### config.mk
export PLATFORM = sky130hd
export DESIGN_NAME = vga_fb_wr_sched
export DESIGN_NICKNAME = d
export VERILOG_FILES = /design/src/rtl/vga_fb_wr_sched.sv
export SDC_FILE = /design/constraint.sdc
export NUM_CORES = 1
export LEC_CHECK = 0
export ABC_AREA = 1
export CAP_MARGIN = 20
export CELL_PAD_IN_SITES_DETAIL_PLACEMENT = 0
export CELL_PAD_IN_SITES_GLOBAL_PLACEMENT = 1
export CORE_MARGIN = 4
export CORE_UTILIZATION = 37
export CTS_CLUSTER_DIAMETER = 150
export DETAILED_ROUTE_END_ITERATION = 8
export PLACE_DENSITY = 0.82
export SLEW_MARGIN = 20
export SYNTH_ARGS = -nofsm -noshare
export SYNTH_HDL_FRONTEND = slang
export SYNTH_SLANG_ARGS = --single-unit
### constraint.sdc
create_clock -name clk_i -period 5.4 [get_ports clk_i]
set_input_delay 1.62 -clock clk_i [delete_from_list [all_inputs] [get_ports clk_i]]
set_output_delay 1.62 -clock clk_i [all_outputs]
set_load 0.03 [all_outputs]
### src/rtl/vga_fb_wr_sched.sv
// Write scheduler for the VGA framebuffer pixel port: round-robin arbitration of two
// requesters, a clear-screen fill engine and a one-entry stall-aware output register.
module vga_fb_wr_sched #(
    parameter int unsigned X_BITS     = 11,
    parameter int unsigned Y_BITS     = 11,
    parameter int unsigned COLOR_BITS = 2,
    parameter int unsigned HD         = 1280,
    parameter int unsigned VD         = 1024
) (
    input  logic                    clk_i,
    input  logic                    arstn_i,
    input  logic [1:0]              req_valid_i,
    output logic [1:0]              req_ready_o,
    input  logic [2*X_BITS-1:0]     req_x_i,
    input  logic [2*Y_BITS-1:0]     req_y_i,
    input  logic [2*COLOR_BITS-1:0] req_color_i,
    input  logic                    clr_i,
    input  logic [COLOR_BITS-1:0]   clr_color_i,
    output logic                    busy_o,
    output logic                    done_o,
    input  logic                    fb_stall_i,
    output logic [X_BITS-1:0]       addr_x_o,
    output logic [Y_BITS-1:0]       addr_y_o,
    output logic [COLOR_BITS-1:0]   color_o,
    output logic                    we_o,
    output logic [7:0]              err_cnt_o
);

    typedef enum logic {IDLE, FILL} state_t;

    localparam logic [X_BITS-1:0] X_LAST = X_BITS'(HD - 1);
    localparam logic [Y_BITS-1:0] Y_LAST = Y_BITS'(VD - 1);

    state_t                state;
    logic                  ov;
    logic [X_BITS-1:0]     ox;
    logic [Y_BITS-1:0]     oy;
    logic [COLOR_BITS-1:0] oc;
    logic                  last_grant;   // 1 when req1 won the most recent accepted transfer
    logic [X_BITS-1:0]     fx;
    logic [Y_BITS-1:0]     fy;
    logic [COLOR_BITS-1:0] fill_color;
    logic [7:0]            err_cnt;

    logic                  slot_free;
    logic [1:0]            grant;
    logic                  accept;
    logic [X_BITS-1:0]     sel_x;
    logic [Y_BITS-1:0]     sel_y;
    logic [COLOR_BITS-1:0] sel_c;
    logic                  sel_in_range;
    logic                  fill_last;

    assign we_o      = ov & ~fb_stall_i;
    assign slot_free = ~ov | we_o;
    assign addr_x_o  = ox;
    assign addr_y_o  = oy;
    assign color_o   = oc;
    assign busy_o    = (state == FILL);
    assign err_cnt_o = err_cnt;
    assign fill_last = (fx == X_LAST) && (fy == Y_LAST);
    assign done_o    = (state == FILL) && slot_free && fill_last;

    // NOTE: every signal written here gets a default first, so no latch can be inferred.
    always_comb begin
        grant = req_valid_i;
        if (req_valid_i == 2'b11)
            grant = last_grant ? 2'b01 : 2'b10;

        req_ready_o = 2'b00;
        if (state == IDLE && !clr_i && slot_free)
            req_ready_o = grant;

        accept = |(req_ready_o & req_valid_i);

        sel_x = req_x_i[X_BITS-1:0];
        sel_y = req_y_i[Y_BITS-1:0];
        sel_c = req_color_i[COLOR_BITS-1:0];
        if (req_ready_o[1]) begin
            sel_x = req_x_i[2*X_BITS-1:X_BITS];
            sel_y = req_y_i[2*Y_BITS-1:Y_BITS];
            sel_c = req_color_i[2*COLOR_BITS-1:COLOR_BITS];
        end

        sel_in_range = (32'(sel_x) < HD) && (32'(sel_y) < VD);
    end

    // NOTE: the output data registers are reset too, because the address and colour
    // outputs are driven straight from them and must read 0 out of reset.
    always_ff @(posedge clk_i or negedge arstn_i) begin
        if (!arstn_i) begin
            state      <= IDLE;
            ov         <= 1'b0;
            ox         <= '0;
            oy         <= '0;
            oc         <= '0;
            last_grant <= 1'b1;
            fx         <= '0;
            fy         <= '0;
            fill_color <= '0;
            err_cnt    <= '0;
        end else begin
            // NOTE: non-blocking assignments only; a later load in this block overrides the drain.
            if (we_o)
                ov <= 1'b0;

            case (state)
                IDLE: begin
                    if (clr_i) begin
                        state      <= FILL;
                        fx         <= '0;
                        fy         <= '0;
                        fill_color <= clr_color_i;
                    end else if (accept) begin
                        last_grant <= req_ready_o[1];
                        if (sel_in_range) begin
                            ov <= 1'b1;
                            ox <= sel_x;
                            oy <= sel_y;
                            oc <= sel_c;
                        end else if (err_cnt != 8'hFF) begin
                            err_cnt <= err_cnt + 8'd1;
                        end
                    end
                end
                FILL: begin
                    if (slot_free) begin
                        ov <= 1'b1;
                        ox <= fx;
                        oy <= fy;
                        oc <= fill_color;
                        if (fill_last) begin
                            state <= IDLE;
                        end else if (fx == X_LAST) begin
                            fx <= '0;
                            fy <= fy + 1'b1;
                        end else begin
                            fx <= fx + 1'b1;
                        end
                    end
                end
                default: state <= IDLE;
            endcase
        end
    end

endmodule

==> metrics.md <==
| Metric | Value |
|---|---|
| Number of clock sinks | 59 |
| Worst-path fanout max | 5 |
| Worst endpoint required time | 3.78 ns |
| Fraction of the yosys area taken by sequential cells | 43.0% |
| Final Cycle Share | 89.9% |
| Cell area after placement | 4400 um^2 |
| Number of nets with antenna violations after routing | 0 |
| Share of layout cells above drive strength 1 | 6.88% |
| Post-CTS Hold Fix Bufs | 0 |
| Hold Vio Cnt, Final | 0 |
| Cell area after technology mapping | 3430 um^2 |
| Net total in the final layout | 606 |
| Max-Slew Margin vs Limit | 60.7% |
| DP Wirelength | 7270 um |
| Library cells used by synthesis | 34 |
| Weighted congestion at the end of routability-driven global placement | 0.809 |
| # Post-CTS Setup Buffers | 0 |
| Fraction of power consumed by combinational cells | 26.2% |
| Width of the die | 104 um |
| Clock-pin slew on the worst setup and hold paths | 0.06 ns |
| Total global routing track utilization | 18.8% |
| Cell with the most instances after synthesis | sky130_fd_sc_hd__nand2_1 |
| Port buffer count | 92 |
| CTS Root Buffer Type | sky130_fd_sc_hd__clkbuf_8 |
| Cell count after synthesis | 461 |
| Clock power share | 28.5% |
| Mapped Avg Cell Area | 7.45 um^2 |
| Data arrival time of the worst path | 3.23 ns |
| Outcome | finished, final reports clean |
| YS warnings | 0 |
| Transition time at the pin with the least slew margin | 0.590 ns |
| Number of buffers added by the clock tree synthesis step | 9 |
| Number of cell rows | 34 |
| Switching Power | 407 uW |
| Final-layout fill cell count | 889 |
| Total iterations of the first detailed-routing run | 5 |
| Post-Syn Nets | 520 |
| Async set or reset register ratio after synthesis | 100% |
| Via count of the first global-routing pass | 3242 |
| Maximum Capacitance Violations | 0 |
| Min-Delay Path Class | register to register |
| Clock tree from TritonCTS | yes |
| Post-Layout Inst Area | 4560 um^2 |
| Total core area | 8890 um^2 |
| Power density over the cells | 269 nW/um^2 |
| Yosys top cell by area | sky130_fd_sc_hd__dfrtp_1 |
| Setup violators final | 0 |
| Total length of routed wires | 10000 um |
| Maximum number of pins on one net before global-route repair | 59 |
| Worst Clk Skew | 0.0100 ns |
| Vertical extent of the die | 104 um |
| Switching part of the total | 33.2% |
| Power share of the sequential group | 45.4% |
| Dominant synthesized flop cell | sky130_fd_sc_hd__dfrtp_1 |
| Worst vdd rail ir drop | 133 uV |
| Commonest cells in the synthesized netlist | 170 x sky130_fd_sc_hd__nand2_1, 58 x sky130_fd_sc_hd__dfrtp_1, 43 x sky130_fd_sc_hd__nand3_1 |
| Deepest clock path buffer count | 2 |
| Number of antenna violations at the first check in global routing | 0 |
| Max-slew violation count | 0 |
| Startpoint Class | primary input |
| Depth of the CTS H-tree | 3 |
| Initial standard-cell utilization of the core | 38.6% |
| Share of the core filled with cells in the final layout | 51.3% |
| Overflow left after global routing | 0 |
| Leakage dissipation | 0.00215 uW |
| Top cell type's share of synthesized area | 42.3% |
| Die Footprint | 10900 um^2 |
| Violation count after the first detailed-routing iteration | 194 |
| Via density | 5.10 |
| Total negative setup slack | 0 ns |
| Number of storage elements in the synthesis netlist | 59 |
| Antenna cells | 0 |
| # DRC | 0 |
| Cell types with the largest area share after synthesis | sky130_fd_sc_hd__dfrtp_1 42%, sky130_fd_sc_hd__nand2_1 19%, sky130_fd_sc_hd__nand3_1 6.3% |
| Average wire per cell in the routed design | 15.2 um |
| Number of enable flip-flop cells after synthesis | 0 |
| Vias post-DR | 3367 |
| Highest attainable clock frequency | 0.206 GHz |
| Area added between synthesis and finish | 32.8% |
| Setup repair after global routing missed its margin | false |
| Critical path start-end classification | primary input to output port |
| Cell internal power dissipation | 822 uW |
| Shortest clock period the worst path allows after layout | 4.85 ns |
| CTS resizes | 0 |
| Critical Path Sink Type | output port |
| Num ports | 93 |
| Insertion delay to the later sink of the worst-skew pair | 0.34 ns |
| Wire length of the first global-routing pass | 16500 um |
==> final cells by class <==
class,instances,area (um^2),area share (%)
clock buffer,13,149,3.26
timing repair buffer,96,946,20.7
multi-input combinational,354,1740,38.1
sequential,59,1480,32.4
clock inverter,3,15.0,0.329
tap,108,135,2.96
inverter,27,101,2.22
==> layout by cell type (no fill, tap or decap), types with 2 or more instances in the layout <==
| master | count |
|---|---|
| sky130_fd_sc_hd__inv_1 | 24 |
| sky130_fd_sc_hd__nand3_1 | 43 |
| sky130_fd_sc_hd__nor2_1 | 41 |
| sky130_fd_sc_hd__nor2_2 | 2 |
| sky130_fd_sc_hd__dfrtp_1 | 58 |
| sky130_fd_sc_hd__clkinv_2 | 3 |
| sky130_fd_sc_hd__o21bai_1 | 2 |
| sky130_fd_sc_hd__xnor2_1 | 4 |
| sky130_fd_sc_hd__inv_2 | 3 |
| sky130_fd_sc_hd__a31oi_1 | 20 |
| sky130_fd_sc_hd__clkbuf_1 | 3 |
| sky130_fd_sc_hd__buf_4 | 4 |
| sky130_fd_sc_hd__nand2_2 | 2 |
| sky130_fd_sc_hd__nand4_1 | 4 |
| sky130_fd_sc_hd__nor2_4 | 4 |
| sky130_fd_sc_hd__o21ai_1 | 7 |
| sky130_fd_sc_hd__clkdlybuf4s50_1 | 91 |
| sky130_fd_sc_hd__o21ai_0 | 12 |
| sky130_fd_sc_hd__mux2_2 | 2 |
| sky130_fd_sc_hd__clkbuf_8 | 10 |
| sky130_fd_sc_hd__xor2_1 | 18 |
| sky130_fd_sc_hd__nand3_2 | 2 |
| sky130_fd_sc_hd__ha_1 | 3 |
| sky130_fd_sc_hd__nor3_1 | 6 |
| sky130_fd_sc_hd__a21oi_1 | 4 |
| sky130_fd_sc_hd__nand2_1 | 170 |
| sky130_fd_sc_hd__o31ai_1 | 2 |
==> routing by layer <==
metal | GRT usage [%] | up-vias | wire, um
met1 | 25.9 | 1593 | 4550
met3 | 3.35 | 15 | 564
met5 | 0 | - | 0
li1 | - | 1664 | -
met2 | 29.1 | 95 | 4710
met4 | 7.79 | 0 | 213
==> cells by family (layout without fill, tap and decap cells) <==
| kind of cell | Yosys count | count (layout) | share of synthesized area (%) |
|---|---|---|---|
| AO/OA/AOI/OAI | 48 | 48 | 8.12 |
| XOR/XNOR | 22 | 22 | 5.61 |
| adder cells (fa/ha/maj) | 3 | 3 | 1.09 |
| buffers and inverters | 48 | 139 | 6.41 |
| flip-flops | 59 | 59 | 43.0 |
| multiplexers | 2 | 2 | 0.656 |
| AND/OR/NAND/NOR | 279 | 279 | 35.1 |
==> final timing paths <==
kind                             start             end  depth (start not counted)  slack (ns)
setup / recovery                 clr_i  req_ready_o[0]                          5        0.55
hold / removal             addr_x_o[0]     addr_x_o[0]                          2        0.47
setup reg to reg                busy_o     addr_y_o[3]                         11        2.36
hold reg to reg            addr_x_o[0]     addr_x_o[0]                          2        0.47
max in group asynchronous      arstn_i      last_grant                          2        3.25
min in group asynchronous      arstn_i           fy[5]                          1        1.24
==> critical path, stage by stage <==
cell and delay, ns:
sky130_fd_sc_hd__clkdlybuf4s50_1 0.46, sky130_fd_sc_hd__nor2_4 0.18, sky130_fd_sc_hd__nand2_2 0.13, sky130_fd_sc_hd__nor2_1 0.16, sky130_fd_sc_hd__clkdlybuf4s50_1 0.69
==> registers in the layout, indices dropped and copies added (netlist names) <==
register	count
err_cnt_o	8
last_grant	1
busy_o	1
fy	11
ov	1
fx	11
fill_color	2
addr_y_o	11
addr_x_o	11
color_o	2
==> per-stage QoR <==
| step | hold slack (ns) | worst slack [ns] | cells | total power [uW] |
|---|---|---|---|---|
| finish | 0.468 | 0.547 | 660 | 1230 |
| CTS | 0.474 | 0.534 | 660 | 1240 |
| global route | 0.492 | 0.483 | 660 | 1300 |
| floorplan | 0.480 | 1.32 | 461 | 736 |
| global placement | 0.454 | 0.567 | 644 | 880 |
| detailed placement | 0.458 | 0.534 | 644 | 887 |
==> power groups by stage <==
| stage | sequential, uW | combinational (uW) | clock [uW] |
|---|---|---|---|
| floorplan | 605 | 131 | 0 |
| global placement | 562 | 318 | 0 |
| detailed placement | 564 | 323 | 0 |
| CTS | 557 | 324 | 359 |
| global route | 566 | 353 | 382 |
| finish | 557 | 322 | 350 |
No activity file was read; power rests on OpenSTA's default activity.
==> variant: new RTL, config.mk and constraints unchanged <==
The parameter `COLOR_BITS` goes from 2 to 3.
--- a/src/rtl/vga_fb_wr_sched.sv
+++ b/src/rtl/vga_fb_wr_sched.sv
@@ -3,7 +3,7 @@
 module vga_fb_wr_sched #(
     parameter int unsigned X_BITS     = 11,
     parameter int unsigned Y_BITS     = 11,
-    parameter int unsigned COLOR_BITS = 2,
+    parameter int unsigned COLOR_BITS = 3,
     parameter int unsigned HD         = 1280,
     parameter int unsigned VD         = 1024
 ) (
Ports: changed (resized clr_color_i, color_o and req_color_i); port bits go from 93 to 97. The function was not compared with the original's and may differ.
==> variant against the unedited design <==
Sequential cell count is 2 higher; cell area is 5.3% higher; largest cell class unchanged; combinational power is 5% lower; worst setup slack worse by 0.058 ns; synthesized area is 5.1% higher; wire length is 5.0% higher; cell count is 7.6% higher; die area is 4.7% higher; power is 2.9% higher.
==> variant: results (changes against the unedited design) <==
outcome: "finished, final reports clean"
nFillCells: 949  # +6.7%
place_hpwl_mm: 7.48  # +2.9%
firstDrtPassIters: 4  # -1
ctsResizeCount: 0  # unchanged
gp_congestion: 0.784  # -3.1%
grt_pass1_wl_mm: 16.8  # +1.7%
crit_start: "clr_i"
grt_pass1_vias: 3256  # +0.43%
crit_fanout: 5  # unchanged
ys.flop_type: "dfrtp_1"
nNetsFinal: 638  # +5.3%
seq_area_frac_synth_pct: 42.3  # -0.69 points
postSynthCellCount: 489  # +6.1%
root_buffer: "clkbuf_8"
vias: 3485  # +3.5%
leakage_uw: 0.00227  # +5.5%
post_cts_buffers: 0  # unchanged
min_from: "addr_x_o[4]$_DFFE_PN0P_"
place.port_buffers: 96  # +4.3%
ys_warn_count: 0  # unchanged
synth_cell_types: 33  # -2.9%
tightest_slew_ns: 0.887  # +0.297 ns
netlist_top_cells_area: "dfrtp_1 (42%), nand2_1 (19%), nand3_1 (7.1%)"
skew_ns: 0.00606  # -0.00394 ns
arrival_ns: 3.29  # +0.06 ns
via_per_inst: 4.91  # -3.8%
diodes: 0  # unchanged
syn_nets: 551  # +6.0%
grt_usage_pct: 18.7  # -0.099 points
synthTopCellsByCount: "nand2_1 (179), dfrtp_1 (60), nand3_1 (51)"
drt_wl_total_mm: 10.5  # +5.0%
ir_drop_uv: 130  # -2.6%
finalHoldViolCount: 0  # unchanged
antenna_left: 0  # unchanged
grt_max_degree: 66  # +12%
first_iter_violations: 208  # +7.2%
cp_slowest_cell: "clkdlybuf4s50_1"
layout-drive-gt1-share_pct: 7.57  # +0.69 points
dp_cells: 694  # +7.8%
variant: cell types whose count changed after synthesis, sizes merged, moves of 2 or more:
cell | unedited run | this run
buf | 11 | 14
dfrtp | 58 | 60
nand2 | 173 | 184
nand3 | 46 | 53
nor2 | 47 | 51
nor3 | 6 | 9
o31ai | 2 | 0
xnor2 | 4 | 6
xor2 | 18 | 14
variant: worst paths after layout:
check                                                to  slack (ns)
worst min register to register  addr_x_o[4]$_DFFE_PN0P_        0.47
min in group asynchronous             fx[1]$_DFFE_PN0P_        1.40
worst min-delay path            addr_x_o[4]$_DFFE_PN0P_        0.47
worst max-delay path                     req_ready_o[0]        0.49
worst max register to register  addr_y_o[2]$_DFFE_PN0P_        2.43
max in group asynchronous             fy[5]$_DFFE_PN0P_        3.13
variant: kinds of logic (layout without fill, tap and decap cells):
logic type | count (synthesis) | count (layout) | share of synthesized area (%)
AOI/OAI and AO/OA | 47 | 47 | 7.49
adders and majority gates | 3 | 3 | 1.04
buffers and inverters | 50 | 142 | 6.69
muxes | 3 | 3 | 0.936
and+or+nand+nor | 305 | 305 | 36.7
xor gates and xnor gates | 20 | 20 | 4.85
DFF | 61 | 61 | 42.3
variant: tightest hold or removal path, cell delays in order, from the launching register on:
cell     delay [ns]
dfrtp_1        0.34
nand2_1        0.05
nand2_1        0.04
variant: final cells by class:
cell class,count,area share (%)
multi-input combinational,378,38.3
clock buffer,12,3.02
timing repair buffer,100,20.5
sequential,61,31.8
tap,129,3.36
inverter,26,2.03
clock inverter,4,0.990
variant: power breakdown:
part / total [uW] / internal (uW) / leakage [uW] / switching, uW
Combinational: 306 / 139 / 0.00136 / 167
Clock: 402 / 225 / 0.0000964 / 178
Sequential: 556 / 506 / 0.000808 / 50.2
Total: 1260 / 870 / 0.00227 / 395
variant: layer usage:
layer / global-route usage (%) / vias up / share of wire [%]
li1: - / 1756 / -
met1: 27.0 / 1631 / 47
met2: 28.4 / 87 / 46
met3: 2.77 / 11 / 5.4
met4: 6.76 / 0 / 1.4
met5: 0 / - / 0
variant: stage by stage:
step | area (um^2) | hold WS (ns) | setup slack [ns]
after global routing | 4800 | 0.493 | 0.421
after floorplan | 3610 | 0.480 | 1.28
after global placement | 4610 | 0.455 | 0.506
final | 4800 | 0.470 | 0.488
after detailed placement | 4610 | 0.459 | 0.505
after CTS | 4800 | 0.476 | 0.491
